===== src/rtl/regfile_write_arbiter.sv =====
// regfile_write_arbiter: two-requester round-robin arbiter for a single
// register-file write port, with an optional sweep that zeroes regs 1..31.
// Optional feature macro: REGFILE_ARB_CLEAR_EN (adds the CLEAR sweep, which
// also runs automatically after every reset). Without it the block is a
// pure arbiter: clear_req is ignored and clear_busy is tied low.
module regfile_write_arbiter (
  input  logic        clock,
  input  logic        ctrl_reset_n,
  input  logic        a_valid,
  output logic        a_ready,
  input  logic [4:0]  a_reg,
  input  logic [31:0] a_data,
  input  logic        b_valid,
  output logic        b_ready,
  input  logic [4:0]  b_reg,
  input  logic [31:0] b_data,
  input  logic        clear_req,
  output logic        clear_busy,
  output logic        ctrl_writeEnable,
  output logic [4:0]  ctrl_writeReg,
  output logic [31:0] data_writeReg
);

  localparam int unsigned REG_W  = 5;
  localparam int unsigned DATA_W = 32;
  localparam logic [REG_W-1:0] ZERO_REG = REG_W'(0);

  // Priority pointer: 0 = A wins a tie, 1 = B wins a tie
  logic              ptr_q, ptr_d;
  logic              we_q, we_d;
  logic [REG_W-1:0]  wreg_q, wreg_d;
  logic [DATA_W-1:0] wdata_q, wdata_d;

  logic blocked_c;
  logic a_grant_c;
  logic b_grant_c;

`ifdef REGFILE_ARB_CLEAR_EN
  localparam logic [REG_W-1:0] FIRST_REG = REG_W'(1);
  localparam logic [REG_W-1:0] LAST_REG  = REG_W'(31);

  typedef enum logic {
    ST_RUN   = 1'b0,
    ST_CLEAR = 1'b1
  } state_e;

  state_e           state_q, state_d;
  logic [REG_W-1:0] cnt_q, cnt_d;
  logic             busy_q;

  // Requesters are held off while sweeping, while the last sweep write drains,
  // and in the cycle a clear is requested
  assign blocked_c  = (state_q == ST_CLEAR) || busy_q || clear_req;
  assign clear_busy = busy_q;
`else
  logic unused_clear_req;

  assign unused_clear_req = clear_req;
  assign blocked_c        = 1'b0;
  assign clear_busy       = 1'b0;
`endif

  // Grant: a lone requester always wins; on a tie the pointer decides
  always_comb begin
    a_grant_c = !blocked_c && a_valid && (!b_valid || !ptr_q);
    b_grant_c = !blocked_c && b_valid && (!a_valid || ptr_q);
  end

  assign a_ready = a_grant_c;
  assign b_ready = b_grant_c;

  // Next-state: pointer flip, write-port payload, and sweep sequencing
  always_comb begin
    ptr_d   = ptr_q;
    we_d    = 1'b0;
    wreg_d  = wreg_q;
    wdata_d = wdata_q;
`ifdef REGFILE_ARB_CLEAR_EN
    state_d = state_q;
    cnt_d   = cnt_q;
`endif

    if (a_grant_c) begin
      ptr_d = 1'b1;
      if (a_reg != ZERO_REG) begin
        we_d    = 1'b1;
        wreg_d  = a_reg;
        wdata_d = a_data;
      end
    end else if (b_grant_c) begin
      ptr_d = 1'b0;
      if (b_reg != ZERO_REG) begin
        we_d    = 1'b1;
        wreg_d  = b_reg;
        wdata_d = b_data;
      end
    end

`ifdef REGFILE_ARB_CLEAR_EN
    case (state_q)
      ST_RUN: begin
        if (clear_req) begin
          state_d = ST_CLEAR;
        end
      end
      ST_CLEAR: begin
        we_d    = 1'b1;
        wreg_d  = cnt_q;
        wdata_d = DATA_W'(0);
        if (cnt_q == LAST_REG) begin
          state_d = ST_RUN;
          cnt_d   = FIRST_REG;
        end else begin
          cnt_d = cnt_q + REG_W'(1);
        end
      end
      default: begin
        state_d = ST_RUN;
        cnt_d   = FIRST_REG;
      end
    endcase
`endif
  end

  // State and registered write port; reset clears the port immediately
  always_ff @(posedge clock or negedge ctrl_reset_n) begin
    if (!ctrl_reset_n) begin
      ptr_q   <= 1'b0;
      we_q    <= 1'b0;
      wreg_q  <= ZERO_REG;
      wdata_q <= DATA_W'(0);
`ifdef REGFILE_ARB_CLEAR_EN
      state_q <= ST_CLEAR;
      cnt_q   <= FIRST_REG;
      busy_q  <= 1'b0;
`endif
    end else begin
      ptr_q   <= ptr_d;
      we_q    <= we_d;
      wreg_q  <= wreg_d;
      wdata_q <= wdata_d;
`ifdef REGFILE_ARB_CLEAR_EN
      state_q <= state_d;
      cnt_q   <= cnt_d;
      // Busy tracks the cycle in which each sweep write is on the port
      busy_q  <= (state_q == ST_CLEAR);
`endif
    end
  end

  assign ctrl_writeEnable = we_q;
  assign ctrl_writeReg    = wreg_q;
  assign data_writeReg    = wdata_q;

endmodule


===== config.mk =====
export PLATFORM = sky130hd
export DESIGN_NAME = regfile_write_arbiter
export DESIGN_NICKNAME = d
export VERILOG_FILES = /design/src/rtl/regfile_write_arbiter.sv
export SDC_FILE = /design/constraint.sdc
export NUM_CORES = 1
export LEC_CHECK = 0
export CORE_ASPECT_RATIO = 1.1
export CORE_MARGIN = 3
export CORE_UTILIZATION = 40
export DETAILED_ROUTE_END_ITERATION = 10
export GPL_TIMING_DRIVEN = 0
export MAX_ROUTING_LAYER = met4
export PLACE_DENSITY = 0.85
export SETUP_SLACK_MARGIN = 0.15
export SLEW_MARGIN = 20
export SYNTH_ARGS = -nofsm -noshare
export SYNTH_HDL_FRONTEND = slang
export SYNTH_SLANG_ARGS = --single-unit

===== constraint.sdc =====
create_clock -name clock -period 2.7 [get_ports clock]
set_input_delay 0.54 -clock clock [delete_from_list [all_inputs] [get_ports clock]]
set_output_delay 0.54 -clock clock [all_outputs]
set_load 0.01 [all_outputs]

==> reports/metrics.csv <==
stage;metric;value;unit
outcome;outcome;complete, no violations;
finish;synthesis-to-finish area growth;69.6;%
grt;initial antenna violation count;0;
finish;fin area;0.00343;mm²
power;peak supply drop;0.300;mV
finish;layout cell share with drive strength beyond 1;0.379;
power;leakage;1.44;nW
synth;Ys Warns;0;
placed_design;Port Buffers;117;
clock_tree;Num CTS Buffers;5;
routing;Routed WL;4960;µm
critical_path;cells on worst reg2reg path;9;
finish;fin nets;342;
floorplanning;Boundary Pins;120;
critical_path;startpoint types;primary input;
grt;grt ovf;0;
critical_path;Worst Setup Path Type;primary input to primary output;
min_path;Hold Crit Class;primary input to asynchronous set/reset pin;
clock_tree;clk_lat worst skew;290;ps
clock_tree;CTS sink count;39;
synth;mapped cell area;0.00202;mm²
clock_tree;clk root buf;clkbuf_8;
critical_path;CP arrival;1880;ps
sta;Max Fclk;413;MHz
synth;post-synth cell types;18;
power;total chip power;1.86;mW
clock_tree;Clock Pin Slew Worst Setup and Hold Paths;80;ps
critical_path;Slowest-stage cell, CP;clkdlybuf4s50_1;
routing;TritonRoute pass-1 iters;3;
grt;largest net degree at the start of global routing;21;
synth;cells after synthesis;133;
synth;register area share after synthesis;0.483;
finish;Final Core Density;0.722;
critical_path;FF-to-FF setup slack;640;ps
synth;post-synthesis register bit count;39;
critical_path;Worst setup EP type;primary output;
grt;first-pass GRT wire length;7650;µm
synth;synthesized area per cell;15.2;µm²
routing;Detailed Route Iter0 Violations;20;
clock_tree;Clock Path Buffers;2;
placed_design;placed inst area;0.00329;mm²
floorplanning;die area;0.00594;mm²
job;MaxCap Viol Count;0;
critical_path;crit path cell chain;clkdlybuf4s50_1 > a21boi_2 > buf_6 > buf_4 > dlygate4sd2_1;
floorplanning;Initial Util;0.426;
critical_path;worst reg2reg startpoint;ptr_q;
sta;final setup fails;0;
sta;Final Skew;5.92;ps
critical_path;Max stage delay on crit path;500;ps
critical_path;RR Endpoint;data_writeReg[26];
routing;Vias/cell;4.78;
sta;Tmin final;2420;ps
critical_path;worst path required time;2160;ps
routing;DR vias;1531;
critical_path;worst-path fanout max;10;
floorplanning;Rows;26;
routing;drt drc;0;
clock_tree;CTS tree;built;
floorplanning;die width;73.8;µm
grt;gr usage total;0.178;
finish;Diodes inserted;0;
synth;Syn Nets;212;
floorplanning;die height;80.6;µm
floorplanning;Core Region;0.00475;mm²
power;Power Density;543;mW/mm²
routing;Wirelength per Cell;15.5;µm
sta;final max-slew violation count;0;
grt;number of global-route vias before repair;1598;
placed_design;gpl congestion;0.746;
clock_tree;H-tree depth;2;
routing;ANT nets after route;0;
sta;fin crit share;0.898;
sta;Hold Fails Final Rpt;0;
sta;unrepaired setup endpoints after global routing;no;
placed_design;post-DP HPWL;3930;µm
metrics by stage:
| stage | instances | setup WS [ps] | hold WS (ps) | setup TNS (ps) |
|---|---|---|---|---|
| after floorplan | 133 | 714 | 244 | 0 |
| after global placement | 306 | -353 | 489 | -385 |
| after detailed placement | 307 | -374 | 495 | -619 |
| after CTS | 320 | 54.2 | 202 | 0 |
| after global routing | 320 | 191 | 214 | 0 |
| final | 320 | 276 | 198 | 0 |
worst max-delay path: cells and delay by family:
family	cells	cell delay, ps
buffers and inverters	4	1150
AOI/OAI and AO/OA	1	200
flip-flops by register name (all words and copies together), names as in the netlist:
register,count
ptr_q,1
ctrl_writeEnable,1
ctrl_writeReg,5
data_writeReg,32
power by group:
group | internal, mW | leakage, nW | switching (mW) | total [mW]
clock | 0.184 | 0.0408 | 0.212 | 0.397
combinational | 0.485 | 0.950 | 0.231 | 0.716
sequential | 0.690 | 0.454 | 0.0581 | 0.749
total | 1.36 | 1.44 | 0.502 | 1.86
cell usage in the layout, fill, tap and decap left out:
master           count
inv_1                1
nand2b_1             1
dfrtp_1             39
dlygate4sd2_1        1
conb_1               1
mux2_2              55
clkdlybuf4s50_1    115
inv_6                1
or4_1                2
buf_16               1
clkinvlp_4           2
buf_6                2
clkbuf_8             5
buf_8                2
buf_2                3
a21boi_2             1
nand2_1              1
o211ai_2             1
buf_4                7
o21ai_1              1
o21ai_0              1
mux2_4              19
and2_1               1
clkbuf_2             1
layout make-up:
class	count	area [µm²]
tap	56	70.1
multi-input combinational	84	973
sequential	39	976
clock inverter	3	23.8
fill	355	1320
buffer	9	82.6
inverter	1	3.75
timing repair buffer	123	1230
clock buffer	5	68.8
Yosys cell counts:
cell type,number,area share
and2_1,1,0.0031
o211ai_2,1,0.0062
dfrtp_1,39,0.48
or4_1,2,0.0074
a21boi_0,1,0.0037
buf_6,1,0.0056
clkbuf_1,1,0.0019
mux2_2,55,0.31
inv_1,1,0.0019
buf_4,1,0.0037
o21ai_1,1,0.0025
nand2_1,1,0.0019
buf_2,4,0.0099
buf_8,2,0.015
mux2_4,19,0.14
o21ai_0,1,0.0025
conb_1,1,0.0019
nand2b_1,1,0.0031
cell families (layout without fill, tap and decap cells):
family	Yosys count	after routing	synth area share
flip-flops	39	39	0.483
other	1	1	0.00185
AND/OR/NAND/NOR	5	5	0.0155
multiplexers	74	74	0.447
buffers and inverters	10	141	0.0377
AO/OA/AOI/OAI	4	4	0.0148
metal layers:
layer / vias up / GRT usage / wire length (µm)
met4: 0 / 0.0670 / 85
met2: 92 / 0.262 / 2250
met1: 695 / 0.225 / 2090
met5: - / - / 0
met3: 9 / 0.0613 / 531
li1: 735 / - / -
how the worst max path moves through the flow:
stage	startpoint	endpoint	slack, ps	cells after the start
after floorplan	b_reg[1]	ctrl_writeReg[1]	710	6
after global placement	b_valid	a_ready	-350	5
after detailed placement	b_valid	a_ready	-370	5
after CTS	b_valid	data_writeReg[26]	50	10
after global routing	b_valid	ctrl_writeReg[3]	190	10
final	b_valid	a_ready	280	5
timing repair:
item | in CTS | in global routing
hold endpoints to repair | 0 | 0
hold buffers | 0 | 0
gates resized for setup | 6 | 2
buffers inserted | 5 | 0
pin swaps | 1 | 0
setup endpoints to repair | 1 | 10
No activity file was read; power rests on OpenSTA's default activity.
